$ cat config.mk
export PLATFORM = sky130hd
export DESIGN_NAME = uart_rx_port
export DESIGN_NICKNAME = d
export VERILOG_FILES = /design/src/rtl/uart_defs.sv /design/src/rtl/uart_rx_sync.sv /design/src/rtl/uart_rx_port.sv
export SDC_FILE = /design/constraint.sdc
export NUM_CORES = 1
export LEC_CHECK = 0
export CAP_MARGIN = 5
export CORE_ASPECT_RATIO = 1.2
export CORE_MARGIN = 5
export CORE_UTILIZATION = 44
export DETAILED_ROUTE_END_ITERATION = 8
export PLACE_DENSITY_LB_ADDON = 0.08
export SLEW_MARGIN = 40
export SYNTH_ARGS = -nofsm -noshare
export SYNTH_HDL_FRONTEND = slang
export SYNTH_HIERARCHICAL = 1
export SYNTH_SLANG_ARGS = --single-unit
$ cat constraint.sdc
create_clock -name clk -period 1.8 [get_ports clk]
set_input_delay 0.54 -clock clk [delete_from_list [all_inputs] [get_ports clk]]
set_output_delay 0.54 -clock clk [all_outputs]
set_load 0.01 [all_outputs]
$ cat src/rtl/uart_defs.sv
// Shared UART definitions: receiver state encodings, data width and default bit timing.
// The default bit timing constant is also used by the transmitter.
package uart_defs;

   localparam int UART_DATA_BITS    = 8;
   localparam int UART_CLKS_PER_BIT = 434;  // 50 MHz / 115200

   typedef enum logic [2:0] {
      ST_IDLE   = 3'd0,
      ST_START  = 3'd1,
      ST_DATA   = 3'd2,
      ST_PARITY = 3'd3,
      ST_STOP   = 3'd4
   } rx_state_t;

endpackage

$ cat src/rtl/uart_rx_sync.sv
// Multi-flop synchroniser for an asynchronous input plus a falling-edge detector.
// Flops preset to 1 so an idle-high line produces no edge when leaving reset.
module uart_rx_sync #(
   parameter int SYNC_STAGES = 2
) (
   input  logic clk,
   input  logic reset_n,
   input  logic din,
   output logic dout,
   output logic fall
);

   logic [SYNC_STAGES-1:0] sync_reg;
   logic                   prev_reg;

   always_ff @(posedge clk) begin
      if (!reset_n) begin
         sync_reg <= '1;
         prev_reg <= 1'b1;
      end else begin
         sync_reg <= {sync_reg[SYNC_STAGES-2:0], din};
         prev_reg <= sync_reg[SYNC_STAGES-1];
      end
   end

   assign dout = sync_reg[SYNC_STAGES-1];
   assign fall = prev_reg & ~dout;

endmodule

$ cat src/rtl/uart_rx_port.sv
// 8N1 UART receiver with a level valid/ack handshake and sticky overrun/framing flags.
// Optional even-parity checking (adds port arx_parity_err) when UART_RX_PARITY_EN is defined.
module uart_rx_port
   import uart_defs::*;
#(
   parameter int CLKS_PER_BIT = UART_CLKS_PER_BIT,
   parameter int SYNC_STAGES  = 2
) (
   input  logic       clk,
   input  logic       reset_n,
   input  logic       rxd,
   output logic [7:0] arx_data,
   output logic       arx_valid,
   input  logic       arx_ack,
   output logic       arx_busy,
   output logic       arx_overrun,
   output logic       arx_frame_err
`ifdef UART_RX_PARITY_EN
   ,
   output logic       arx_parity_err
`endif
);

   localparam int                BAUD_W    = $clog2(CLKS_PER_BIT);
   localparam logic [BAUD_W-1:0] BAUD_LAST = BAUD_W'(CLKS_PER_BIT - 1);
   localparam logic [BAUD_W-1:0] HALF_LAST = BAUD_W'(CLKS_PER_BIT / 2 - 1);
   localparam logic [2:0]        BIT_LAST  = 3'(UART_DATA_BITS - 1);

   logic              rxs;
   logic              rx_fall;
   rx_state_t         state_reg, state_next;
   logic [BAUD_W-1:0] baud_reg;
   logic [2:0]        bit_reg;
   logic [7:0]        shift_reg;
   logic              baud_wrap;
   logic              sample_data;
   logic              commit;
   logic              stop_bad;
`ifdef UART_RX_PARITY_EN
   logic              parity_bad_reg;
   logic              parity_fail;
`endif

   uart_rx_sync #(.SYNC_STAGES(SYNC_STAGES)) u_sync (
      .clk     (clk),
      .reset_n (reset_n),
      .din     (rxd),
      .dout    (rxs),
      .fall    (rx_fall)
   );

   assign baud_wrap = (baud_reg == BAUD_LAST);
   assign arx_busy  = (state_reg != ST_IDLE);

   always_comb begin
      state_next  = state_reg;
      sample_data = 1'b0;
      commit      = 1'b0;
      stop_bad    = 1'b0;
`ifdef UART_RX_PARITY_EN
      parity_fail = 1'b0;
`endif
      case (state_reg)
         ST_IDLE:  if (rx_fall) state_next = ST_START;
         ST_START: if (baud_reg == HALF_LAST) state_next = rxs ? ST_IDLE : ST_DATA;
         ST_DATA: begin
            if (baud_wrap) begin
               sample_data = 1'b1;
`ifdef UART_RX_PARITY_EN
               if (bit_reg == BIT_LAST) state_next = ST_PARITY;
`else
               if (bit_reg == BIT_LAST) state_next = ST_STOP;
`endif
            end
         end
`ifdef UART_RX_PARITY_EN
         ST_PARITY: begin
            if (baud_wrap) begin
               state_next  = ST_STOP;
               parity_fail = (rxs != ^shift_reg);
            end
         end
`endif
         ST_STOP: begin
            if (baud_wrap) begin
               state_next = ST_IDLE;
               stop_bad   = ~rxs;
`ifdef UART_RX_PARITY_EN
               commit     = rxs & ~parity_bad_reg;
`else
               commit     = rxs;
`endif
            end
         end
         default: state_next = ST_IDLE;
      endcase
   end

   // Receive datapath: baud counter restarts on every state change.
   always_ff @(posedge clk) begin
      if (!reset_n) begin
         state_reg <= ST_IDLE;
         baud_reg  <= '0;
         bit_reg   <= '0;
         shift_reg <= '0;
      end else begin
         state_reg <= state_next;
         if (state_next != state_reg || state_reg == ST_IDLE || baud_wrap)
            baud_reg <= '0;
         else
            baud_reg <= baud_reg + 1'b1;
         if (state_reg != ST_DATA) begin
            bit_reg <= '0;
         end else if (sample_data) begin
            shift_reg[bit_reg] <= rxs;
            bit_reg            <= bit_reg + 1'b1;
         end
      end
   end

   // CPU side: an ack cycle clears the flags but still records any event landing in that cycle.
   always_ff @(posedge clk) begin
      if (!reset_n) begin
         arx_data      <= 8'h00;
         arx_valid     <= 1'b0;
         arx_overrun   <= 1'b0;
         arx_frame_err <= 1'b0;
      end else if (arx_ack) begin
         arx_valid     <= 1'b0;
         arx_overrun   <= commit;
         arx_frame_err <= stop_bad;
      end else begin
         if (commit) begin
            if (arx_valid) begin
               arx_overrun <= 1'b1;
            end else begin
               arx_data  <= shift_reg;
               arx_valid <= 1'b1;
            end
         end
         if (stop_bad) arx_frame_err <= 1'b1;
      end
   end

`ifdef UART_RX_PARITY_EN
   always_ff @(posedge clk) begin
      if (!reset_n) begin
         parity_bad_reg <= 1'b0;
         arx_parity_err <= 1'b0;
      end else begin
         if (state_reg == ST_IDLE)
            parity_bad_reg <= 1'b0;
         else if (parity_fail)
            parity_bad_reg <= 1'b1;
         if (arx_ack)
            arx_parity_err <= parity_fail;
         else if (parity_fail)
            arx_parity_err <= 1'b1;
      end
   end
`endif

endmodule

# Word-level counts from Yosys, hierarchy flattened

Index checks and enable logic that the tools add are counted.

Input bits: 4
Output and inout bits: 12
Flip-flop bits (word level): 37

Add/subtract/negate cells: 2
Equal/unequal tests: 8
Bitwise gates (word level): 6
Reductions and logical operators: 14
Mux-type cells: 21
Magnitude comparators: 2

Operators by type and width:

| kind                                                  | number |
|---|---|
| two-way mux 3 bit                                     | 5 |
| two-way mux 1 bit                                     | 12 |
| one-hot mux 3 bit (4 select lines)                    | 1 |
| adder 9 x 1 -> 9 bit, second input constant           | 1 |
| equality test 9 x 8 -> 1 bit, second input constant   | 1 |
| equality test 9 bit, second input constant            | 1 |
| bitwise mux 8 bit                                     | 1 |
| equality test 3 bit, second input constant            | 2 |
| nonzero test 2 bit                                    | 3 |
| OR reduction 2 bit                                    | 3 |
| NOT 1 bit                                             | 5 |
| < comparator 3 x 4 -> 1 bit, second input constant    | 1 |
| AND reduction 2 bit                                   | 2 |
| adder 3 x 1 -> 3 bit, second input constant           | 1 |
| demux 1 bit (select 3 bit)                            | 1 |
| equality test 3 x 1 -> 1 bit, second input constant   | 1 |
| equality test 3 x 2 -> 1 bit, second input constant   | 1 |
| >= comparator 3 x 1 -> 1 bit, second input constant   | 1 |
| logical NOT 3 bit                                     | 1 |
| inequality test 3 x 2 -> 1 bit, second input constant | 1 |
| inequality test 3 bit                                 | 1 |
| AND reduction 3 bit                                   | 1 |
| nonzero test 3 bit                                    | 1 |
| logical OR 1 bit                                      | 2 |
| 3 further kinds                                       | 3 |

# Depth between registers and ports, before layout

Depth after elaboration: 8
Gate-level depth with buffers: 8

# By module

The synthesis kept the hierarchy.

Modules (own cells, without submodules):

| module       | instances | area each (um^2) | seq. area each (um^2) | cells an instance |
|---|---|---|---|---|
| uart_rx_port | 1         | 1,659.1          | 680.7                 | 184 |
| uart_rx_sync | 1         | 85.1             | 60.1                  | 7 |

# Worst setup path before layout

OpenSTA, ideal clock, no wires.

Kind: in2reg
Start point: in arx_ack
End point: reg arx_data[5]
Data required time: 1.685 ns
Stages: 6
Arrival time: 1.680 ns
Slack: 0.005 ns
Path through: or2_2 -> or4_1 -> buf_2 -> buf_6 -> nand3_2 -> o21ai_2

Word-level cells in the longest chain between the ends: 2

RTL lines:

| what                          | line                | RTL |
|---|---|---|
| from (decl)                   | uart_rx_port.sv:14  | `input logic arx_ack,` |
| NOT 1 bit (no line)           | --                  |  |
| AND reduction 3 bit (no line) | --                  |  |
| to (signal assigned)          | uart_rx_port.sv:137 | `arx_data <= shift_reg;` |
| to (decl)                     | uart_rx_port.sv:12  | `output logic [7:0] arx_data,` |

Every way passes these cells.
A chain may end at the register's enable or synchronous reset.

# Worst setup path after layout

Start point: reg arx_data[6]
End point: out arx_data[6]

No word-level cell between the ends.

==> qor.csv <==
metric;value;unit
Final Critical Period;1.722;ns
Startpoint Class;register;
flip-flop count of the largest register after layout;9;
fin worst setup slack;0.07793;ns
H-tree levels;2;
Clk pin slew, worst setup/hold paths;0.07;ns
Main synth FF type;dfxtp_1;
die height;78.97;um
pre-CTS WS;-0.4448;ns
worst-margin pin slew;0.4866;ns
DRT Pass-1 Iters;4;
Area Overhead vs Synth;27.76;%
Worst EP required;1.26;ns
post-synthesis mux area share;0;%
post-synthesis register bit count;37;
Synth Instances;191;
clock sinks;37;
Area after DPL;2061;sq um
Routed wire per std cell;13.22;um
largest family of logic cells by synthesized area;simple AND/OR/NAND/NOR gates;
Final Hold Fails;0;
Max Freq;0.5807;GHz
DRT iter0 DRCs;22;
Clock Path Buffers;2;
port bufs;15;
top post-synthesis cells by area;dfxtp_1 (42%), nor2_1 (4.5%), nand3_1 (4.3%);
share of layout cells above drive strength 1;22.91;%
worst clock skew;0.008695;ns
synthesized area;1744;sq um
crit-path cells;clkdlybuf4s50_1;
root buf cell;clkbuf_8;
crit share post-route;95.67;%
Skew-Pair Late Insertion Delay;0.29;ns
Post-synth ARST share;0;%
Placer Congestion;0.9449;
simple-gate portion of the synthesized area;29.41;%
first-pass GRT wire length;6396;um
max-slew violations;0;
peak supply drop;0.3721;mV
Syn Area/Cell;9.132;sq um
Adder-Cell Fraction of Synth Area;3.587;%
CP Buf/Inv Count;1;
I/O pin count;16;
final-stage net count;235;
synth unique cells;42;
vias per cell;5.071;
die area;5329;sq um
count of hold buffers inserted by post-cts repair;0;
initial antenna violation count;0;
commonest non-fill, non-tap cell in the layout;dfxtp_1;
HPWL Detailed;2787;um
die width;67.48;um
number of diodes;0;
WHS;0.4136;ns
Rel. slew slack;66.72;%
Crit-path slowest cell;clkdlybuf4s50_1;
CTS tree;done;
total routed wirelength;3714;um
via count;1425;
EDFF count, synth;0;
R2R Setup Slk;0.09;ns
Setup-failing EPs final;0;
setup TNS;0;ns
XOR/XNOR share of the synthesized area;4.017;%
synth warn;6;
worst endpoint data arrival time;1.18;ns
design area;2228;sq um
Worst Hold Class;reg2reg;
Compound-Gate Fraction of Synth Area;15.64;%
FP Rows;25;
largest net degree at the start of global routing;25;
DRC;0;
status;completed;
GRT Residual Overflow;0;
starting density of the core;44.97;%
PwrDens;675.4;nW/um^2
Largest stage delay, worst path;0.54;ns
CP delay by family, top;buffers and inverters;
Yosys top cell by area;dfxtp_1;
post-synthesis sequential area ratio;42.47;%
commonest cells after routing, fill and taps aside;dfxtp_1 (36), nor2_1 (21), buf_4 (20);
static leakage;0.8614;nW
total core area;3879;sq um
area share of the largest cell type after synthesis;42.47;%
class of the most critical setup path;reg2out;
total CTS buffers;5;
Routed Antenna Nets;0;
Total GRT Usage;15.90;%
CP max FO;2;
Synthesized Nets;200;
Max Cap Viol;0;
FILL cells;385;
CP Capture Type;output pin;
vias in the first global route;1481;
layer usage:
metal / vias to the layer above / wire length (um) / track usage [%]
met5: - / 0 / 0
li1: 730 / - / -
met1: 668 / 1476 / 14.67
met2: 18 / 2055 / 29.70
met3: 9 / 94 / 3.678
met4: 0 / 87 / 10.34
layout make-up:
type / count / area (sq um) / area share (%)
clock buffers: 7 / 96.34 / 4.323
well taps: 54 / 67.56 / 3.032
clock inverters: 1 / 5.005 / 0.2246
inverters: 9 / 33.78 / 1.516
multi-input cells: 136 / 947.2 / 42.50
repair buffers: 37 / 336.6 / 15.10
flip-flops and latches: 37 / 742.0 / 33.30
synth_stat cells (all sizes together) (4+ instances only):
| master | n |
|---|---|
| dfxtp | 37 |
| nor2 | 21 |
| nand3 | 17 |
| o21ai | 14 |
| nand2 | 13 |
| a21oi | 9 |
| inv | 9 |
| and3 | 6 |
| buf | 6 |
| a21boi | 5 |
| ha | 5 |
| o21a | 5 |
| xnor2 | 5 |
| nand2b | 4 |
| nor2b | 4 |
logic make-up after synthesis:
kind of cell | count (synthesis)
adder cells (fa/ha/maj) | 5
XOR/XNOR | 8
AND/OR/NAND/NOR | 84
buffers and inverters | 18
flip-flops | 37
AO/OA/AOI/OAI | 39
what timing repair did:
action / 4_1_cts / 5_1_grt
gates resized for setup: 10 / 4
gates cloned: 1 / 0
setup buffers: 0 / 1
pin swaps: 1 / 1
setup endpoints to repair: 9 / 11
power breakdown:
part           switching (W)  internal (W)  total (W)
Combinational      0.0000292     0.0000242  0.0000534
Sequential        0.00000226      0.000823   0.000825
Clock               0.000281      0.000346   0.000626
per-stage QoR:
| stage | utilization (%) | cells | power (W) |
|---|---|---|---|
| floorplan | - | 191 | 0.0008711 |
| global placement | 53.13 | 271 | 0.0008968 |
| detailed placement | 53.13 | 271 | 0.0008989 |
| CTS | 56.94 | 280 | 0.001531 |
| global route | 57.45 | 281 | 0.001571 |
| finish | 57.45 | 281 | 0.001505 |
worst paths after layout:
check,end,startpoint,cells past startpoint
max,arx_data[6],arx_data[6],1
min,u_sync/sync_reg[1],u_sync/sync_reg[0],1
max reg2reg,arx_data[1],baud_reg[1],7
min reg2reg,u_sync/sync_reg[1],u_sync/sync_reg[0],1
No activity file was read; power rests on OpenSTA's default activity.
